[config.mk]
export PLATFORM = sky130hd
export DESIGN_NAME = gpio_apb_arbiter
export DESIGN_NICKNAME = d
export VERILOG_FILES = /design/src/rtl/gpio_apb_arbiter.sv
export SDC_FILE = /design/constraint.sdc
export NUM_CORES = 1
export LEC_CHECK = 0
export ABC_AREA = 0
export CAP_MARGIN = 20
export CORE_AREA = 2 2 57 69
export CTS_BUF_LIST = sky130_fd_sc_hd__clkbuf_4 sky130_fd_sc_hd__clkbuf_8 sky130_fd_sc_hd__clkbuf_16
export DETAILED_ROUTE_END_ITERATION = 16
export DIE_AREA = 0 0 59 71
export PLACE_DENSITY_LB_ADDON = 0.3
export SYNTH_ARGS = -nofsm -noshare
export SYNTH_HDL_FRONTEND = slang
export SYNTH_SLANG_ARGS = --single-unit
[constraint.sdc]
create_clock -name pclk -period 2.1 [get_ports pclk]
set_clock_uncertainty 0.2 [all_clocks]
set_input_delay 0.21 -clock pclk [delete_from_list [all_inputs] [get_ports pclk]]
set_output_delay 0.21 -clock pclk [all_outputs]
set_load 0.05 [all_outputs]
[src/rtl/gpio_apb_arbiter.sv]
// Two-requester round-robin arbiter driving a single APB GPIO slave (IDLE/SETUP/ACCESS/DONE).
// Optional ACCESS timeout abort is enabled by defining GPIO_ARB_TIMEOUT_EN.
module gpio_apb_arbiter #(
    parameter int TIMEOUT = 15
) (
    input  logic        pclk,
    input  logic        preset_n,
    input  logic [1:0]  req_i,
    input  logic [1:0]  write_i,
    input  logic [7:0]  addr_i,
    input  logic [15:0] wdata_i,
    output logic [1:0]  gnt_o,
    output logic [1:0]  done_o,
    output logic [7:0]  rdata_o,
    output logic        err_o,
    output logic        psel_o,
    output logic        penable_o,
    output logic [3:0]  paddr_o,
    output logic        pwrite_o,
    output logic [7:0]  pwdata_o,
    input  logic [7:0]  prdata_i,
    input  logic        pready_i
);

    typedef enum logic [1:0] {IDLE, SETUP, ACCESS, DONE} state_t;

    state_t      state_q, state_d;
    logic        owner_q, owner_d;
    logic        prio_q, prio_d;
    logic [3:0]  addr_q, addr_d;
    logic        write_q, write_d;
    logic [7:0]  wdata_q, wdata_d;
    logic [7:0]  rdata_q, rdata_d;
    logic        win;

`ifdef GPIO_ARB_TIMEOUT_EN
    localparam int CW = $clog2(TIMEOUT + 1);
    logic [CW-1:0] cnt_q, cnt_d;
    logic          err_q, err_d;
`endif

    always_ff @(posedge pclk or negedge preset_n) begin
        if (!preset_n) begin
            state_q <= IDLE;
            owner_q <= 1'b0;
            prio_q  <= 1'b0;
            addr_q  <= '0;
            write_q <= 1'b0;
            wdata_q <= '0;
            rdata_q <= '0;
`ifdef GPIO_ARB_TIMEOUT_EN
            cnt_q   <= '0;
            err_q   <= 1'b0;
`endif
        end else begin
            state_q <= state_d;
            owner_q <= owner_d;
            prio_q  <= prio_d;
            addr_q  <= addr_d;
            write_q <= write_d;
            wdata_q <= wdata_d;
            rdata_q <= rdata_d;
`ifdef GPIO_ARB_TIMEOUT_EN
            cnt_q   <= cnt_d;
            err_q   <= err_d;
`endif
        end
    end

    always_comb begin
        state_d = state_q;
        owner_d = owner_q;
        prio_d  = prio_q;
        addr_d  = addr_q;
        write_d = write_q;
        wdata_d = wdata_q;
        rdata_d = rdata_q;
        win     = 1'b0;
`ifdef GPIO_ARB_TIMEOUT_EN
        cnt_d   = cnt_q;
        err_d   = err_q;
`endif
        unique case (state_q)
            IDLE: begin
                // prio_q names the requester that wins a tie
                win = (req_i == 2'b11) ? prio_q : req_i[1];
                if (req_i != 2'b00) begin
                    owner_d = win;
                    addr_d  = win ? addr_i[7:4]  : addr_i[3:0];
                    write_d = win ? write_i[1]   : write_i[0];
                    wdata_d = win ? wdata_i[15:8] : wdata_i[7:0];
                    state_d = SETUP;
                end
            end
            SETUP: begin
                state_d = ACCESS;
`ifdef GPIO_ARB_TIMEOUT_EN
                cnt_d   = '0;
                err_d   = 1'b0;
`endif
            end
            ACCESS: begin
                if (pready_i) begin
                    state_d = DONE;
                    if (!write_q) begin
                        rdata_d = prdata_i;
                    end
                end
`ifdef GPIO_ARB_TIMEOUT_EN
                else begin
                    cnt_d = cnt_q + CW'(1);
                    if (cnt_d == CW'(TIMEOUT)) begin
                        state_d = DONE;
                        err_d   = 1'b1;
                    end
                end
`endif
            end
            DONE: begin
                prio_d  = ~owner_q;
                state_d = IDLE;
            end
            default: state_d = IDLE;
        endcase
    end

    always_comb begin
        psel_o    = (state_q == SETUP) || (state_q == ACCESS);
        penable_o = (state_q == ACCESS);
        paddr_o   = psel_o ? addr_q  : 4'h0;
        pwrite_o  = psel_o ? write_q : 1'b0;
        pwdata_o  = psel_o ? wdata_q : 8'h00;
        gnt_o     = (state_q == IDLE) ? 2'b00 : (owner_q ? 2'b10 : 2'b01);
        done_o    = (state_q == DONE) ? (owner_q ? 2'b10 : 2'b01) : 2'b00;
        rdata_o   = rdata_q;
`ifdef GPIO_ARB_TIMEOUT_EN
        err_o     = (state_q == DONE) && err_q;
`else
        err_o     = 1'b0;
`endif
    end

endmodule

==> results of run 1 <==
metrics by stage:
stage | setup WS [ns] | cell area (um2) | util [%] | cells | hold WS, ns
2_1_floorplan | 0.1131 | 1309 | - | 133 | -0.2856
3_3_place_gp | 0.3015 | 2116 | 59.71 | 231 | 0.2854
3_5_place_dp | 0.2522 | 2116 | 59.71 | 231 | 0.2940
4_1_cts | 0.06664 | 2167 | 61.16 | 235 | 0.1110
5_1_grt | 0.09578 | 2177 | 61.44 | 235 | 0.1299
6_report | 0.2011 | 2177 | 61.44 | 235 | 0.09344
worst paths after layout:
path | from | endpoint | slack, ns | cells after the start
hold / removal | preset_n | rdata_o[5] | 0.09 | 2
hold reg to reg | rdata_o[2] | rdata_o[2] | 0.31 | 1
setup / recovery | state_q[0] | paddr_o[1] | 0.20 | 4
max in group asynchronous | preset_n | rdata_o[0] | 1.36 | 2
min in group pclk | write_i[0] | write_q | 0.30 | 3
setup reg to reg | state_q[0] | rdata_o[7] | 0.33 | 4
cell type report:
cell class / count / area, um2
flip-flops and latches: 25 / 625.6
inverters: 4 / 15.01
multi-input cells: 94 / 605.6
repair buffers: 69 / 833.3
clock buffers: 4 / 48.80
fillers: 317 / 1366
well taps: 39 / 48.80
metal layers:
metal  global-route usage (%)  vias to the layer above  wire [um]
met5                        0                        -          0
met4                    4.545                        0         24
met3                    3.839                        4        248
met2                    31.11                       50       1813
met1                    22.25                      569       1407
li1                         -                      581          -
synthesized netlist by cell type (all sizes together):
master	n	share of area (%)
nand3	14	5.4
conb	1	0.29
nor2b	2	0.97
nand3b	1	0.58
o21a	1	0.58
o21ai	14	5.4
clkbuf	3	0.97
a21oi	1	0.39
and2	14	6.8
o22a	1	0.68
buf	7	4.8
mux2	9	7.8
nor2	18	5.2
ha	3	2.9
a31oi	13	6.8
inv	4	1.2
and2b	1	0.58
dfrtp	25	48
nand2b	1	0.48
flip-flops by register name, summed over array words and instances, names as in the netlist:
register and count:
state_q 2, addr_q 4, rdata_o 8, owner_q 1, prio_q 1, wdata_q 8, write_q 1
cell families after synthesis:
group                      synth area share [%]
and+or+nand+nor                           19.98
buffers and inverters                     6.949
AOI/OAI and AO/OA                         13.80
DFF                                       48.26
other                                    0.2893
muxes                                     7.819
adders and majority gates                 2.896
what timing repair did:
item	4_1_cts	5_1_grt
resized for setup	1	1
endpoints found under the setup margin	13	12
hold endpoints to repair	0	0
==> results.toml, run 1 <==
[clocking]
clock_path_buffers = 2
htreeDepth = 1
post-cts-setup-buffers = 0
cts_tree = "yes"
numCtsBuffers = 3
cts.clk_slew.worst_paths_ns = 0.09
cts_num_sinks = 25
cts-root-buf = "clkbuf_8"
holdBufCountCts = 0
worstSkewPairLatency_ns = 0.27

[die]
fp.dieArea_mm2 = 0.004189
start_util_pct = 36.58
io_pins = 67
coreArea_mm2 = 0.003543
die_x_um = 59
die_height_um = 71
rows = 24

[final_layout]
final_common_cell = "clkdlybuf4s50_1"
layout-drive-gt1-share_pct = 24.49
final_cell_mix = "clkdlybuf4s50_1, dfrtp_1, nor2_1"
antenna_cells = 0
syn_to_final_growth_pct = 67.95
nets = 239

[grt]
grt_max_degree = 26
grt_util_all_layers_pct = 17.92
antenna_found_initial = 0
grt_first_pass_wirelength_um = 5754
grt_pass1_vias = 1256
gr-total-overflow = 0

[timing]
min_period_ns = 1.899
final.setup.tns_ns = 0
setup_viol = 0
drv_slew = 0
layout_worst_path_cycle_share_pct = 90.43
worst_slew_pin_slew_ns = 0.5476
hold_viol_final = 0
rsz0062_at_grt = "false"
max_freq_mhz = 526.6
slew_headroom_pct = 63.49

[critical_path]
path_cells = "inv_1, ha_4, and2_1, buf_12"
worst_setup_path_end_kind = "output port"
path_class = "flop to output port"
critPathLaunchType = "flop"
worstPathRequired_ns = 1.69
crit_arrival_ns = 1.49
cp_max_fo = 15
cp_num_buf_inv = 2
path_delay_family = "flip-flops"
slowest_stage = "dfrtp_1"
slowest_delay_ns = 0.39

[flow_run]
drv_cap = 0

[synth]
syn_area_per_cell_um2 = 9.746
syn_inst = 133
yosys_register_bits = 25
ys_seq_area_share_pct = 48.26
syn_nets = 175
yosys_warnings = 0
syn_area_mm2 = 0.001296
ys_types = 24

[hold_path]
hold_path_class = "primary input to asynchronous set/reset pin"

[routing]
dr.first_iter.drc_count = 35
first_pass_iters = 4
ant_nets = 0
route.vias.total = 1204
detail_route.wl_per_cell_um = 14.86
totalWireLength_um = 3493
remaining_drc_errors = 0
avgViaCountPerCell = 5.123

[placed_design]
gp_congestion = 0.6985
port_buffers = 65
post-dp-hpwl_um = 2647

[run_status]
status = "complete, no violations"
Power of run 1 is not shown: default switching activity piles up to over one toggle a cycle in this logic, so the estimate is an artifact.
==> run 2, diff against run 1 <==
==> constraint.sdc (replaced) <==
create_clock -name pclk -period 2.1 [get_ports pclk]
set_clock_uncertainty 0.2 [all_clocks]
set_input_delay 0.21 -clock pclk [delete_from_list [all_inputs] [get_ports pclk]]
set_output_delay 0.21 -clock pclk [all_outputs]
set_load 0.1 [all_outputs]
==> results.toml, run 2 (synthesis gave the netlist of run 1 again) <==
[grt]
grt_first_pass_wirelength_um = 5402
gr-total-overflow = 0
antenna_found_initial = 0
grt_max_degree = 27
grt_util_all_layers_pct = 16.35
grt_pass1_vias = 1263

[timing]
layout_worst_path_cycle_share_pct = 91.51
max_freq_mhz = 520.4
slew_headroom_pct = 63.26
min_period_ns = 1.922
drv_slew = 0
layout_setup_ws_ns = 0.1783
worst_slew_pin_slew_ns = 0.5512
final.setup.tns_ns = 0
rsz0062_at_grt = "false"
setup_viol = 0
hold_viol_final = 0

[die]
coreArea_mm2 = 0.003543
start_util_pct = 36.58
die_x_um = 59
die_height_um = 71
io_pins = 67
rows = 24
fp.dieArea_mm2 = 0.004189

[final_layout]
final_cell_mix = "clkdlybuf4s50_1, dfrtp_1, buf_12"
nets = 238
layout-drive-gt1-share_pct = 31.79
nFillCells = 308
multi_input_area_um2 = 620.6
antenna_cells = 0
seq_area_um2 = 625.6
stdcell_area_mm2 = 0.002200
final_common_cell = "clkdlybuf4s50_1"
syn_to_final_growth_pct = 69.69

[clocking]
cts-root-buf = "clkbuf_8"
cts_num_sinks = 25
post-cts-setup-buffers = 0
holdBufCountCts = 0
htreeDepth = 1
cts_tree = "yes"
worstSkewPairLatency_ns = 0.26
cts.clk_slew.worst_paths_ns = 0.09
ctsResizeCount = 0
numCtsBuffers = 3
clock_path_buffers = 2

[critical_path]
cp.depth = 4
worst_setup_path_end_kind = "output port"
cp_num_buf_inv = 2
path_cells = "inv_1, ha_4, and2_2, buf_12"
slowest_stage = "dfrtp_1"
worstPathRequired_ns = 1.69
path_class = "flop to output port"
cp_max_fo = 15
path_delay_family = "flip-flops"
crit_arrival_ns = 1.51
critPathLaunchType = "flop"
slowest_delay_ns = 0.40
worstRegToRegCells = 4

[placed_design]
placed_cell_area_mm2 = 0.002153
gp_congestion = 0.7497
place_ws_ns = 0.3351
post-dp-hpwl_um = 2559
port_buffers = 65

[routing]
totalWireLength_um = 3295
dr.first_iter.drc_count = 29
remaining_drc_errors = 0
ant_nets = 0
route.vias.total = 1205
detail_route.wl_per_cell_um = 14.08
first_pass_iters = 4
avgViaCountPerCell = 5.150

[run_status]
status = "complete, no violations"

[flow_run]
drv_cap = 0

[hold_path]
hold_path_class = "primary input to asynchronous set/reset pin"
[run 2: cell count changes in the layout (fill, tap and decap cells not counted), moves of 2 or more]
cell and change:
buf_12 +3, nor2_1 -2, buf_4 +4, nor2_2 +2, and2_2 +2, and2_1 -3
clkdlybuf4s50_1 -8
[run 2: layer usage]
metal / track usage, % / share of wire, % / up-vias
met5: 0 / 0 / -
met4: 4.545 / 0 / 0
met2: 29.38 / 54 / 45
met1: 19.65 / 40 / 583
li1: - / - / 577
met3: 2.742 / 6.2 / 0
[run 2: worst paths after layout]
check | start | to | slack [ns]
min in group pclk | rdata_o[7] | rdata_o[7] | 0.31
min reg2reg | rdata_o[7] | rdata_o[7] | 0.31
max reg2reg | state_q[0] | rdata_o[1] | 0.35
max in group asynchronous | preset_n | addr_q[3] | 1.35
min | preset_n | prio_q | 0.11
max | state_q[1] | paddr_o[3] | 0.18
[run 2: area by class of cell]
type | instances | share of cell area, %
Timing Repair Buffer | 68 | 38.34
Sequential cell | 25 | 28.44
Multi-Input combinational cell | 94 | 28.21
Tap cell | 39 | 2.218
Clock buffer | 3 | 1.877
Inverter | 4 | 0.6826
Clock inverter | 1 | 0.2275
[run 2: through the flow]
stage / hold slack, ns / util, % / cells
floorplan: -0.2856 / - / 133
global placement: 0.2887 / 60.77 / 230
detailed placement: 0.2940 / 60.77 / 230
CTS: 0.1171 / 62.08 / 234
global route: 0.1301 / 62.08 / 234
finish: 0.1059 / 62.08 / 234
Power of run 2 is left out for the same reason.
